### src/rtl/ahb_lite_master_port_if.sv
`default_nettype none
// ============================================================================
//  Module      : ahb_lite_master_port_if
//  Description : Command/response stream plus AHB-Lite master signals for
//                ahb_lite_master_port. The master modport is the initiator
//                side; the slave modport is the requester + AHB responder side.
//  Revision    : 1.0  initial release
// ============================================================================
interface ahb_lite_master_port_if #(
    parameter int ADDR_WIDTH = 32,
    parameter int DATA_WIDTH = 32
);
    // command stream
    logic                  cmd_valid;
    logic                  cmd_ready;
    logic                  cmd_write;
    logic [1:0]            cmd_size;
    logic [ADDR_WIDTH-1:0] cmd_addr;
    logic [DATA_WIDTH-1:0] cmd_wdata;
    // response stream
    logic                  rsp_valid;
    logic                  rsp_err;
    logic [DATA_WIDTH-1:0] rsp_rdata;
    // AHB-Lite master signals
    logic [ADDR_WIDTH-1:0] HADDR;
    logic                  HWRITE;
    logic [2:0]            HSIZE;
    logic [1:0]            HTRANS;
    logic [2:0]            HBURST;
    logic [3:0]            HPROT;
    logic                  HMASTLOCK;
    logic [DATA_WIDTH-1:0] HWDATA;
    logic [DATA_WIDTH-1:0] HRDATA;
    logic                  HREADY;
    logic                  HRESP;

    modport master (
        input  cmd_valid, cmd_write, cmd_size, cmd_addr, cmd_wdata,
        output cmd_ready,
        output rsp_valid, rsp_err, rsp_rdata,
        output HADDR, HWRITE, HSIZE, HTRANS, HBURST, HPROT, HMASTLOCK, HWDATA,
        input  HRDATA, HREADY, HRESP
    );

    modport slave (
        output cmd_valid, cmd_write, cmd_size, cmd_addr, cmd_wdata,
        input  cmd_ready,
        input  rsp_valid, rsp_err, rsp_rdata,
        input  HADDR, HWRITE, HSIZE, HTRANS, HBURST, HPROT, HMASTLOCK, HWDATA,
        output HRDATA, HREADY, HRESP
    );
endinterface
`default_nettype wire

### src/rtl/ahb_lite_master_port.sv
`default_nettype none
// ============================================================================
//  Module      : ahb_lite_master_port
//  Description : AHB-Lite initiator turning a valid/ready command stream into
//                single (NONSEQ/SINGLE) transfers. Address and data phases are
//                pipelined through two slots (AP, DP); a two-cycle ERROR
//                response parks any pending address phase and re-issues it.
//  Revision    : 1.0  initial release
// ============================================================================
module ahb_lite_master_port #(
    parameter int         ADDR_WIDTH = 32,
    parameter int         DATA_WIDTH = 32,
    parameter logic [3:0] HPROT_VAL  = 4'b0011
) (
    input  wire logic              CLK,
    input  wire logic              RST,
    ahb_lite_master_port_if.master bus
);

    localparam logic [1:0] c_htrans_idle   = 2'b00;
    localparam logic [1:0] c_htrans_nonseq = 2'b10;
    localparam logic [1:0] c_size_word     = 2'b10;

    // controller states: normal pipelining, or inside an ERROR response
    localparam logic [0:0] c_st_run = 1'b0;
    localparam logic [0:0] c_st_err = 1'b1;

    logic [0:0]            r_state;
    logic [0:0]            w_state_nxt;

    // address slot
    logic                  r_ap_valid;
    logic [ADDR_WIDTH-1:0] r_ap_addr;
    logic                  r_ap_write;
    logic [1:0]            r_ap_size;
    logic [DATA_WIDTH-1:0] r_ap_wdata;
    logic                  r_ap_held;
    // data slot
    logic                  r_dp_valid;
    logic                  r_dp_write;
    logic [DATA_WIDTH-1:0] r_hwdata;
    // response
    logic                  r_rsp_valid;
    logic                  r_rsp_err;
    logic [DATA_WIDTH-1:0] r_rsp_rdata;

    logic                  w_err;
    logic                  w_err_enter;
    logic                  w_err_done;
    logic                  w_advance;
    logic                  w_complete;
    logic                  w_cmd_ready;
    logic                  w_accept;
    logic [1:0]            w_size_norm;

    // state register
    always_ff @(posedge CLK or posedge RST) begin
        if (RST) begin
            r_state <= c_st_run;
        end else begin
            r_state <= w_state_nxt;
        end
    end

    // next state: enter ERR on the first (HREADY=0) error cycle, leave on the second
    always_comb begin
        w_state_nxt = r_state;
        case (r_state)
            c_st_run: if (r_dp_valid && !bus.HREADY && bus.HRESP) w_state_nxt = c_st_err;
            c_st_err: if (bus.HREADY) w_state_nxt = c_st_run;
        endcase
    end

    // control outputs of the controller
    always_comb begin
        w_err       = (r_state == c_st_err);
        w_err_enter = (r_state == c_st_run) && r_dp_valid && !bus.HREADY && bus.HRESP;
        w_err_done  = w_err && bus.HREADY;
        w_advance   = (r_state == c_st_run) && bus.HREADY;
        w_complete  = r_dp_valid && bus.HREADY;
        w_cmd_ready = bus.HREADY && !w_err && !r_ap_held && !RST;
        w_accept    = bus.cmd_valid && w_cmd_ready;
        // size 3 has no meaning on this bus width; issue it as a word
        w_size_norm = (bus.cmd_size == 2'b11) ? c_size_word : bus.cmd_size;
    end

    // address/data slot pipeline and response capture
    always_ff @(posedge CLK or posedge RST) begin
        if (RST) begin
            r_ap_valid  <= 1'b0;
            r_ap_addr   <= '0;
            r_ap_write  <= 1'b0;
            r_ap_size   <= c_size_word;
            r_ap_wdata  <= '0;
            r_ap_held   <= 1'b0;
            r_dp_valid  <= 1'b0;
            r_dp_write  <= 1'b0;
            r_hwdata    <= '0;
            r_rsp_valid <= 1'b0;
            r_rsp_err   <= 1'b0;
            r_rsp_rdata <= '0;
        end else begin
            r_rsp_valid <= 1'b0;
            if (w_complete) begin
                r_rsp_valid <= 1'b1;
                r_rsp_err   <= bus.HRESP;
                r_rsp_rdata <= r_dp_write ? '0 : bus.HRDATA;
            end
            // a pending address phase was not taken by the slave; keep it parked
            if (w_err_enter) begin
                r_ap_held <= r_ap_valid;
            end
            // second error cycle retires DP; the parked AP goes back on the bus
            if (w_err_done) begin
                r_dp_valid <= 1'b0;
                r_ap_held  <= 1'b0;
            end
            if (w_advance) begin
                r_dp_valid <= r_ap_valid;
                r_dp_write <= r_ap_write;
                if (r_ap_valid && r_ap_write) begin
                    r_hwdata <= r_ap_wdata;
                end
                if (w_accept) begin
                    r_ap_valid <= 1'b1;
                    r_ap_addr  <= bus.cmd_addr;
                    r_ap_write <= bus.cmd_write;
                    r_ap_size  <= w_size_norm;
                    r_ap_wdata <= bus.cmd_wdata;
                end else begin
                    r_ap_valid <= 1'b0;
                end
            end
        end
    end

    // HTRANS is suppressed to IDLE while an ERROR response is in progress
    assign bus.HTRANS    = (r_ap_valid && !w_err) ? c_htrans_nonseq : c_htrans_idle;
    assign bus.HADDR     = r_ap_addr;
    assign bus.HWRITE    = r_ap_write;
    assign bus.HSIZE     = {1'b0, r_ap_size};
    assign bus.HBURST    = 3'b000;
    assign bus.HPROT     = HPROT_VAL;
    assign bus.HMASTLOCK = 1'b0;
    assign bus.HWDATA    = r_hwdata;
    assign bus.cmd_ready = w_cmd_ready;
    assign bus.rsp_valid = r_rsp_valid;
    assign bus.rsp_err   = r_rsp_err;
    assign bus.rsp_rdata = r_rsp_rdata;

endmodule
`default_nettype wire

### src/flat_wrapper.sv
// flat-port wrapper written by rule: the top's interface ports become plain ports
module ahb_lite_master_port_flat 
#(
    parameter int         ADDR_WIDTH = 32,
    parameter int         DATA_WIDTH = 32,
    parameter logic [3:0] HPROT_VAL  = 4'b0011
)
  (CLK, RST, bus_cmd_valid, bus_cmd_write, bus_cmd_size, bus_cmd_addr, bus_cmd_wdata, bus_cmd_ready, bus_rsp_valid, bus_rsp_err, bus_rsp_rdata, bus_HADDR, bus_HWRITE, bus_HSIZE, bus_HTRANS, bus_HBURST, bus_HPROT, bus_HMASTLOCK, bus_HWDATA, bus_HRDATA, bus_HREADY, bus_HRESP);
  ahb_lite_master_port_if #(.ADDR_WIDTH(ADDR_WIDTH), .DATA_WIDTH(DATA_WIDTH)) bus_i ();
  input  wire logic CLK;
  input  wire logic RST;
  input wire logic [$bits(bus_i.cmd_valid)-1:0] bus_cmd_valid;
  input wire logic [$bits(bus_i.cmd_write)-1:0] bus_cmd_write;
  input wire logic [$bits(bus_i.cmd_size)-1:0] bus_cmd_size;
  input wire logic [$bits(bus_i.cmd_addr)-1:0] bus_cmd_addr;
  input wire logic [$bits(bus_i.cmd_wdata)-1:0] bus_cmd_wdata;
  output wire logic [$bits(bus_i.cmd_ready)-1:0] bus_cmd_ready;
  output wire logic [$bits(bus_i.rsp_valid)-1:0] bus_rsp_valid;
  output wire logic [$bits(bus_i.rsp_err)-1:0] bus_rsp_err;
  output wire logic [$bits(bus_i.rsp_rdata)-1:0] bus_rsp_rdata;
  output wire logic [$bits(bus_i.HADDR)-1:0] bus_HADDR;
  output wire logic [$bits(bus_i.HWRITE)-1:0] bus_HWRITE;
  output wire logic [$bits(bus_i.HSIZE)-1:0] bus_HSIZE;
  output wire logic [$bits(bus_i.HTRANS)-1:0] bus_HTRANS;
  output wire logic [$bits(bus_i.HBURST)-1:0] bus_HBURST;
  output wire logic [$bits(bus_i.HPROT)-1:0] bus_HPROT;
  output wire logic [$bits(bus_i.HMASTLOCK)-1:0] bus_HMASTLOCK;
  output wire logic [$bits(bus_i.HWDATA)-1:0] bus_HWDATA;
  input wire logic [$bits(bus_i.HRDATA)-1:0] bus_HRDATA;
  input wire logic [$bits(bus_i.HREADY)-1:0] bus_HREADY;
  input wire logic [$bits(bus_i.HRESP)-1:0] bus_HRESP;
  assign bus_i.cmd_valid = bus_cmd_valid;
  assign bus_i.cmd_write = bus_cmd_write;
  assign bus_i.cmd_size = bus_cmd_size;
  assign bus_i.cmd_addr = bus_cmd_addr;
  assign bus_i.cmd_wdata = bus_cmd_wdata;
  assign bus_cmd_ready = bus_i.cmd_ready;
  assign bus_rsp_valid = bus_i.rsp_valid;
  assign bus_rsp_err = bus_i.rsp_err;
  assign bus_rsp_rdata = bus_i.rsp_rdata;
  assign bus_HADDR = bus_i.HADDR;
  assign bus_HWRITE = bus_i.HWRITE;
  assign bus_HSIZE = bus_i.HSIZE;
  assign bus_HTRANS = bus_i.HTRANS;
  assign bus_HBURST = bus_i.HBURST;
  assign bus_HPROT = bus_i.HPROT;
  assign bus_HMASTLOCK = bus_i.HMASTLOCK;
  assign bus_HWDATA = bus_i.HWDATA;
  assign bus_i.HRDATA = bus_HRDATA;
  assign bus_i.HREADY = bus_HREADY;
  assign bus_i.HRESP = bus_HRESP;
  ahb_lite_master_port #(.ADDR_WIDTH(ADDR_WIDTH), .DATA_WIDTH(DATA_WIDTH), .HPROT_VAL(HPROT_VAL)) u_core (.CLK(CLK), .RST(RST), .bus(bus_i));
endmodule
### config.mk
export PLATFORM = sky130hd
export DESIGN_NAME = ahb_lite_master_port_flat
export DESIGN_NICKNAME = d
export VERILOG_FILES = /design/src/rtl/ahb_lite_master_port_if.sv /design/src/rtl/ahb_lite_master_port.sv /design/src/flat_wrapper.sv
export SDC_FILE = /design/constraint.sdc
export NUM_CORES = 1
export LEC_CHECK = 0
export BUFFER_PORTS_ARGS = -buffer_cell sky130_fd_sc_hd__buf_2
export CAP_MARGIN = 20
export CORE_MARGIN = 2
export CORE_UTILIZATION = 48
export CTS_CLUSTER_SIZE = 8
export DETAILED_ROUTE_END_ITERATION = 8
export PLACE_DENSITY_LB_ADDON = 0.3
export SETUP_SLACK_MARGIN = 0.02
export SLEW_MARGIN = 20
export SYNTH_ARGS = -nofsm -noshare
export SYNTH_HDL_FRONTEND = slang
export SYNTH_SLANG_ARGS = --single-unit
### constraint.sdc
create_clock -name CLK -period 4.3 [get_ports CLK]
set_input_delay 0.215 -clock CLK [delete_from_list [all_inputs] [get_ports CLK]]
set_output_delay 0.215 -clock CLK [all_outputs]
set_load 0.01 [all_outputs]
; ---- Yosys cells after proc, flatten, opt, wreduce, memory -nomap -nowiden
; Index checks and enable logic that the tools add are counted.
; W data, S select, Z words.
[op_classes]
mux = 12
n_bitwise = 1
n_reduce_logical = 22
eq_ne = 1
[ops]
columns = operator, n
row1 = $mux W32, 1
row2 = $logic_and A1 B1 Y1, 14
row3 = $mux W1, 8
row4 = $logic_not A1 Y1, 4
row5 = $mux W2, 2
row6 = $reduce_and A2 Y1, 2
row7 = $reduce_bool A2 Y1, 2
row8 = $eq A2 B2 Y1 const B, 1
row9 = $pmux W1 S2, 1
row10 = $not A1 Y1, 1
[totals]
output_inout_bits = 113
word_cells = 49
inputBits = 104
reg_bits = 138

; ---- Logic depth before layout (Yosys ltp)
; Gate-level depths: netlist (run 1).
[logic_depth]
word_depth = 6
ltp_mapped = 5
mapped_depth_nobuf = 3

; ---- Worst setup path after synthesis (run 1)
; Ideal clock, no wire load.
[synth_path]
path_kind = register -> register
startpoint = register u_core.r_state
endpoint = register u_core.r_ap_wdata[10]
synth_period_minus_slack_ps = 1632
setup_ps = 125
required_time_ps = 4175
stages_incl_launch_ff = 6
slack_ps = 2668
path_buffers = 2
arrival_ps = 1507
path_cell_list = dfrtp_1 -> nor4b_4 -> nand2_2 -> buf_6 -> buf_6 -> mux2_4
[synth_between]
elab_chain_cells = 6
elab_cells_between_ends = 8
classes_between = bitwise: 1 / reduce/logical: 7
[synth_rtl]
columns = element, line_no
row1 = from (decl), ahb_lite_master_port.sv:28  ; logic [0:0] r_state;
row2 = from (signal assigned), ahb_lite_master_port.sv:59  ; r_state <= c_st_run;
row3 = from (signal assigned), ahb_lite_master_port.sv:61  ; r_state <= w_state_nxt;
row4 = $logic_not A1 Y1, ahb_lite_master_port.sv:81  ; w_cmd_ready = bus.HREADY && !w_err && !r_ap_held && !RST;
row5 = $logic_and A1 B1 Y1 (3 in a row), ahb_lite_master_port.sv:81
row6 = named net bus_cmd_ready, flat_wrapper.sv:17  ; output wire logic [$bits(bus_i.cmd_ready)-1:0] bus_cmd_ready;
row7 = $logic_and A1 B1 Y1, ahb_lite_master_port.sv:82  ; w_accept = bus.cmd_valid && w_cmd_ready;
row8 = $reduce_and A2 Y1 (no source line), n/a
row9 = to (signal assigned), ahb_lite_master_port.sv:129  ; r_ap_wdata <= bus.cmd_wdata;
row10 = to (decl), ahb_lite_master_port.sv:36  ; logic [DATA_WIDTH-1:0] r_ap_wdata;
; The timed path passes the listed nets, and every way through them passes these cells.
; A chain may end at the register's enable or synchronous reset.

; ---- Worst setup path in the final report (run 1)
[layout_path]
startpoint = register u_core.r_state
endpoint = register u_core.r_ap_wdata[7]
[layout_between]
elab_chain_cells = 6
elab_cells_between_ends = 8
classes_between = bitwise: 1 / reduce/logical: 7
[layout_rtl]
columns = element, line_no
row1 = $logic_not A1 Y1, ahb_lite_master_port.sv:81
row2 = $logic_and A1 B1 Y1 (3 in a row), ahb_lite_master_port.sv:81
row3 = $logic_and A1 B1 Y1, ahb_lite_master_port.sv:82
row4 = $reduce_and A2 Y1 (no source line) *, n/a
; Every way passes the cells marked *; elsewhere a longest branch is shown, timed or not.

==> metrics.cfg, run 1 <==
[logic_synthesis]
ys_top_cells_by_area = dfrtp_1 (63%), mux2_2 (17%), mux2_4 (5.2%), nand2b_1 (3.7%), o21ai_0 (3.2%)
synth_top_area_cell = dfrtp_1
synthFlopType = dfrtp_1
synth_seq_cells = 138
synth_edf_count = 0
async_flop_share = 1.00
syn_area_per_cell_um2 = 14.1
yosysWarnings = 0
synth_cell_type_count = 21
yosysMostFrequentCell = dfrtp_1
synth_area_um2 = 5460
syn_inst = 386
seq_area_frac_synth = 0.633
yosysTopAreaCellShare = 0.628
synth_common_cells = dfrtp_1 (137), mux2_2 (83), o21ai_0 (35), nand2_1 (34), nand2b_1 (32)

[critical_path]
endpoint_kind = flip-flop
slowest_stage = nand2_4
crit_path_start_kind = flip-flop
cp_num_buf_inv = 0
critPathTopFamily = simple AND/OR/NAND/NOR gates
cp.arrival_ps = 2360
slowest_delay_ps = 530
worstPathRequired_ps = 4590
crit_chain = nor4b_4, nand2_4, mux2_4
path_max_fanout = 68
cp.depth = 3
r2r_cells = 3
critPathKind = reg -> reg

[clock_tree]
cts.sinks = 138
clkTransAtPathRegs_ps = 50
clock_latency_ps = 410
cts-buffers-inserted = 17
postCtsHoldBufs = 0
htree_levels = 4
tritoncts = yes
post-cts-setup-buffer-count = 0
clockBufferDepth = 2
cts-root-buf = clkbuf_16
cts_resized = 0

[timing]
drv_slew = 0
fin_crit_sh = 0.482
max_slew.worst_pin.slew_ps = 1000
finClkSkew_ps = 3.96
setup_viol = 0
tns_ps = 0
maxSlewHeadroom = 0.332
timing.final.ws_setup_ps = 2230
grt_setup_unrepaired = no
hold_viol = 0
period_minus_slack_ps = 2070
max_freq_mhz = 482

[floorplan]
start_util = 0.497
die_w_um = 111
die_area_um2 = 12200
fp-row-count = 38
dieHeight_um = 111
core_area_um2 = 11000
ios = 217

[grt]
grt_pass1_vias = 3744
grtUsageTotal = 0.189
grt_max_degree = 99
grt-ovfl-total = 0
grt_pass1_wl_um = 18400
grt_antenna_before_repair = 0

[drt]
wl_per_cell_um = 15.0
num_vias = 3572
ant_nets = 0
drc = 0
dr.pass1.iters = 4
avgViaCountPerCell = 4.81
drt-initial-drc-count = 127
routed_wl_um = 11200

[job]
cap_violations = 0

[power_and_ir_drop]
ir_drop_v = 0.000378
power.leakage_nw = 3.64
powerDensity_nw_per_um2 = 704

[placement]
place_ws_ps = 2160
dp_hpwl_um = 7710
port_buffers = 206
gp_congestion = 0.804

[run_status]
status = completed

[cells_and_area]
drive_gt1_frac = 0.569
nets = 695
area_delta_synth_final_pct = 30.2
diodes = 0

[min_path]
hold_class = in -> async

-- final timing paths --
kind                            slack, ps                       end                startpoint
max in group asynchronous            3210   u_core.bus.rsp_rdata[9]                       RST
min in group CLK                       30     u_core.r_ap_wdata[29]         bus_cmd_wdata[29]
worst min-delay path                   10  u_core.bus.rsp_rdata[20]                       RST
worst max-delay path                 2230      u_core.r_ap_wdata[7]            u_core.r_state
worst max register to register       2230      u_core.r_ap_wdata[7]            u_core.r_state
worst min register to register        480  u_core.bus.rsp_rdata[27]  u_core.bus.rsp_rdata[27]
-- stage by stage --
stage                     hold WS [ps]  power, W  cell area, µm²  utilization  std cells
after detailed placement           450   0.00366            6540        0.595        712
after global routing              15.8   0.00530            7100        0.647        743
after global placement             447   0.00358            6540        0.595        712
final                             10.2   0.00500            7100        0.647        743
after floorplan                    281   0.00301            5490            -        394
after CTS                         14.6   0.00507            7100        0.647        743
-- layer usage --
metal | global-route usage | wire (µm) | vias up
li1 | - | - | 1696
met1 | 0.215 | 4460 | 1697
met2 | 0.309 | 5460 | 156
met3 | 0.0807 | 959 | 23
met4 | 0.0883 | 277 | 0
met5 | 0 | 0 | -
-- registers in the layout (all words and copies together), names as in the netlist --
| register | cells |
|---|---|
| u_core.r_ap_size | 2 |
| u_core.bus.HADDR | 32 |
| u_core.r_ap_held | 1 |
| u_core.r_ap_wdata | 32 |
| u_core.bus.rsp_rdata | 32 |
| u_core.r_dp_valid | 1 |
| u_core.bus.HWDATA | 32 |
| u_core.bus.rsp_valid | 1 |
| u_core.r_ap_valid | 1 |
| u_core.bus.HWRITE | 1 |
| u_core.r_dp_write | 1 |
| u_core.bus.rsp_err | 1 |
| u_core.r_state | 1 |
-- cell usage in the layout, fill, tap and decap left out, drive strengths merged --
cell / instances
a21oi: 1
a32oi: 1
buf: 208
bufinv: 2
clkbuf: 22
clkinv: 6
clkinvlp: 1
conb: 10
dfrtp: 137
dfstp: 1
inv: 3
mux2: 102
nand2: 35
nand2b: 32
nand3: 1
nor2: 1
nor2b: 4
nor4b: 1
o21ai: 35
-- cell type report --
| type | count | area [µm²] |
|---|---|---|
| Inverter | 3 | 16.3 |
| Tap cell | 140 | 175 |
| Clock buffer | 22 | 464 |
| Multi-Input combinational cell | 223 | 1850 |
| Clock inverter | 9 | 97.6 |
| Sequential cell | 138 | 3450 |
| Fill cell | 812 | 3880 |
| Timing Repair Buffer | 208 | 1050 |
-- kinds of logic (layout without fill, tap and decap cells) --
| group | after synthesis | count (layout) | synth area share |
|---|---|---|---|
| flip-flops | 138 | 138 | 0.633 |
| AO/OA/AOI/OAI | 37 | 37 | 0.0346 |
| buffers and inverters | 33 | 242 | 0.0353 |
| multiplexers | 102 | 102 | 0.224 |
| other | 2 | 10 | 0.00138 |
| AND/OR/NAND/NOR | 74 | 74 | 0.0718 |
-- power breakdown --
part,internal (W),switching (W)
Clock,0.000873,0.000507
Sequential,0.00186,0.000318
Combinational,0.000781,0.000666
Total,0.00351,0.00149
No activity file was read; power rests on OpenSTA's default activity.
==> run 2, diff against run 1 <==
Clock period 4.3 ns to 2.1 ns, I/O delays scaled along.
==> metrics.cfg, run 2 (synthesis gave the netlist of run 1 again) <==
[timing]
period_minus_slack_ps = 1810
grt_setup_unrepaired = no
max_freq_mhz = 554
maxSlewHeadroom = 0.458
finClkSkew_ps = 8.85
drv_slew = 0
hold_viol = 0
tns_ps = 0
setup_viol = 0
max_slew.worst_pin.slew_ps = 813
fin_crit_sh = 0.860

[cells_and_area]
drive_gt1_frac = 0.494
diodes = 0
fin_cells = 847
seq_area_um2 = 3450
fin_util = 0.755
fillers = 706
nets = 799
final_cell_mix = buf_2 (206), dfrtp_1 (137), dlygate4sd3_1 (101)
area_delta_synth_final_pct = 52.1
multiInputGateArea_um2 = 1850
final_common_cell = buf_2

[clock_tree]
clockBufferDepth = 2
cts-buffers-inserted = 17
cts_resized = 0
postCtsHoldBufs = 101
clkTransAtPathRegs_ps = 60
cts.sinks = 138
clock_latency_ps = 410
post-cts-setup-buffer-count = 0
tritoncts = yes
cts-root-buf = clkbuf_16
htree_levels = 4

[floorplan]
fp-row-count = 38
core_area_um2 = 11000
dieHeight_um = 111
die_area_um2 = 12200
ios = 217
die_w_um = 111
start_util = 0.497

[power_and_ir_drop]
ir_drop_v = 0.000858
power.leakage_nw = 4.14
powerDensity_nw_per_um2 = 1330

[critical_path]
cp.arrival_ps = 2090
endpoint_kind = flip-flop
path_max_fanout = 54
critPathKind = reg -> reg
crit_path_start_kind = flip-flop
worstPathRequired_ps = 2390

[job]
cap_violations = 0

[min_path]
hold_class = in -> reg

[drt]
drc = 0
ant_nets = 0
wl_per_cell_um = 15.9
avgViaCountPerCell = 4.78
dr.pass1.iters = 4
routed_wl_um = 13500
num_vias = 4052
drt-initial-drc-count = 205

[grt]
grt-ovfl-total = 0
grtUsageTotal = 0.229
grt_antenna_before_repair = 0
grt_pass1_wl_um = 22300
grt_max_degree = 66
grt_pass1_vias = 4532

[placement]
port_buffers = 206
gp_congestion = 0.770
dp_hpwl_um = 7950
dp.cells = 715

[run_status]
status = completed

-- run 2: changes by cell type in the layout (fill, tap and decap cells not counted), sizes merged --
cell / change
clkinv: -1
inv: -1
dlygate4sd3: +101
buf: +3
clkinvlp: +1
bufinv: +4
clkbuf: -3
-- run 2: worst paths after layout --
path | from | cells after the start | end | slack (ps)
setup / recovery | u_core.r_state | 4 | u_core.r_ap_size[0] | 290
hold / removal | bus_cmd_valid | 3 | u_core.r_ap_valid | 100
setup reg to reg | u_core.r_state | 4 | u_core.r_ap_size[0] | 290
hold reg to reg | u_core.bus.rsp_rdata[10] | 2 | u_core.bus.rsp_rdata[10] | 470
max in group asynchronous | RST | 4 | u_core.r_ap_wdata[4] | 1050
min in group asynchronous | RST | 3 | u_core.bus.rsp_err | 340
-- run 2: layer usage --
layer / global-route usage / vias up / wire length, µm
li1: - / 1906 / -
met1: 0.253 / 1965 / 5240
met5: 0 / - / 0
met3: 0.0714 / 24 / 773
met2: 0.411 / 157 / 7160
met4: 0.0908 / 0 / 280
-- run 2: where the power goes --
part	internal (W)	switching [W]	total [W]
combinational	0.00173	0.00147	0.00321
clock	0.00228	0.00108	0.00336
sequential	0.00380	0.000662	0.00446
total	0.00782	0.00322	0.0110
-- run 2: layout make-up --
| cell class | count | area share |
|---|---|---|
| clock buffer | 19 | 0.0546 |
| clock inverter | 12 | 0.0265 |
| inverter | 3 | 0.00181 |
| multi-input combinational | 223 | 0.223 |
| sequential | 138 | 0.416 |
| tap | 140 | 0.0211 |
| timing repair buffer | 312 | 0.257 |
-- run 2: per-stage QoR --
stage	worst slack [ps]	hold WS (ps)	cell area (µm²)	total power, W
6_report	294	95.1	8300	0.0110
5_1_grt	196	85.8	8300	0.0116
4_1_cts	284	76.3	8300	0.0111
3_5_place_dp	325	223	6610	0.00752
3_3_place_gp	389	208	6610	0.00735
2_1_floorplan	275	171	5490	0.00616
-- run 2: worst max-delay path, cell delays in order, from the launching register on --
cell	delay, ps
dfrtp_1	450
nor4b_4	390
nand2_4	210
buf_12	270
mux2_4	330
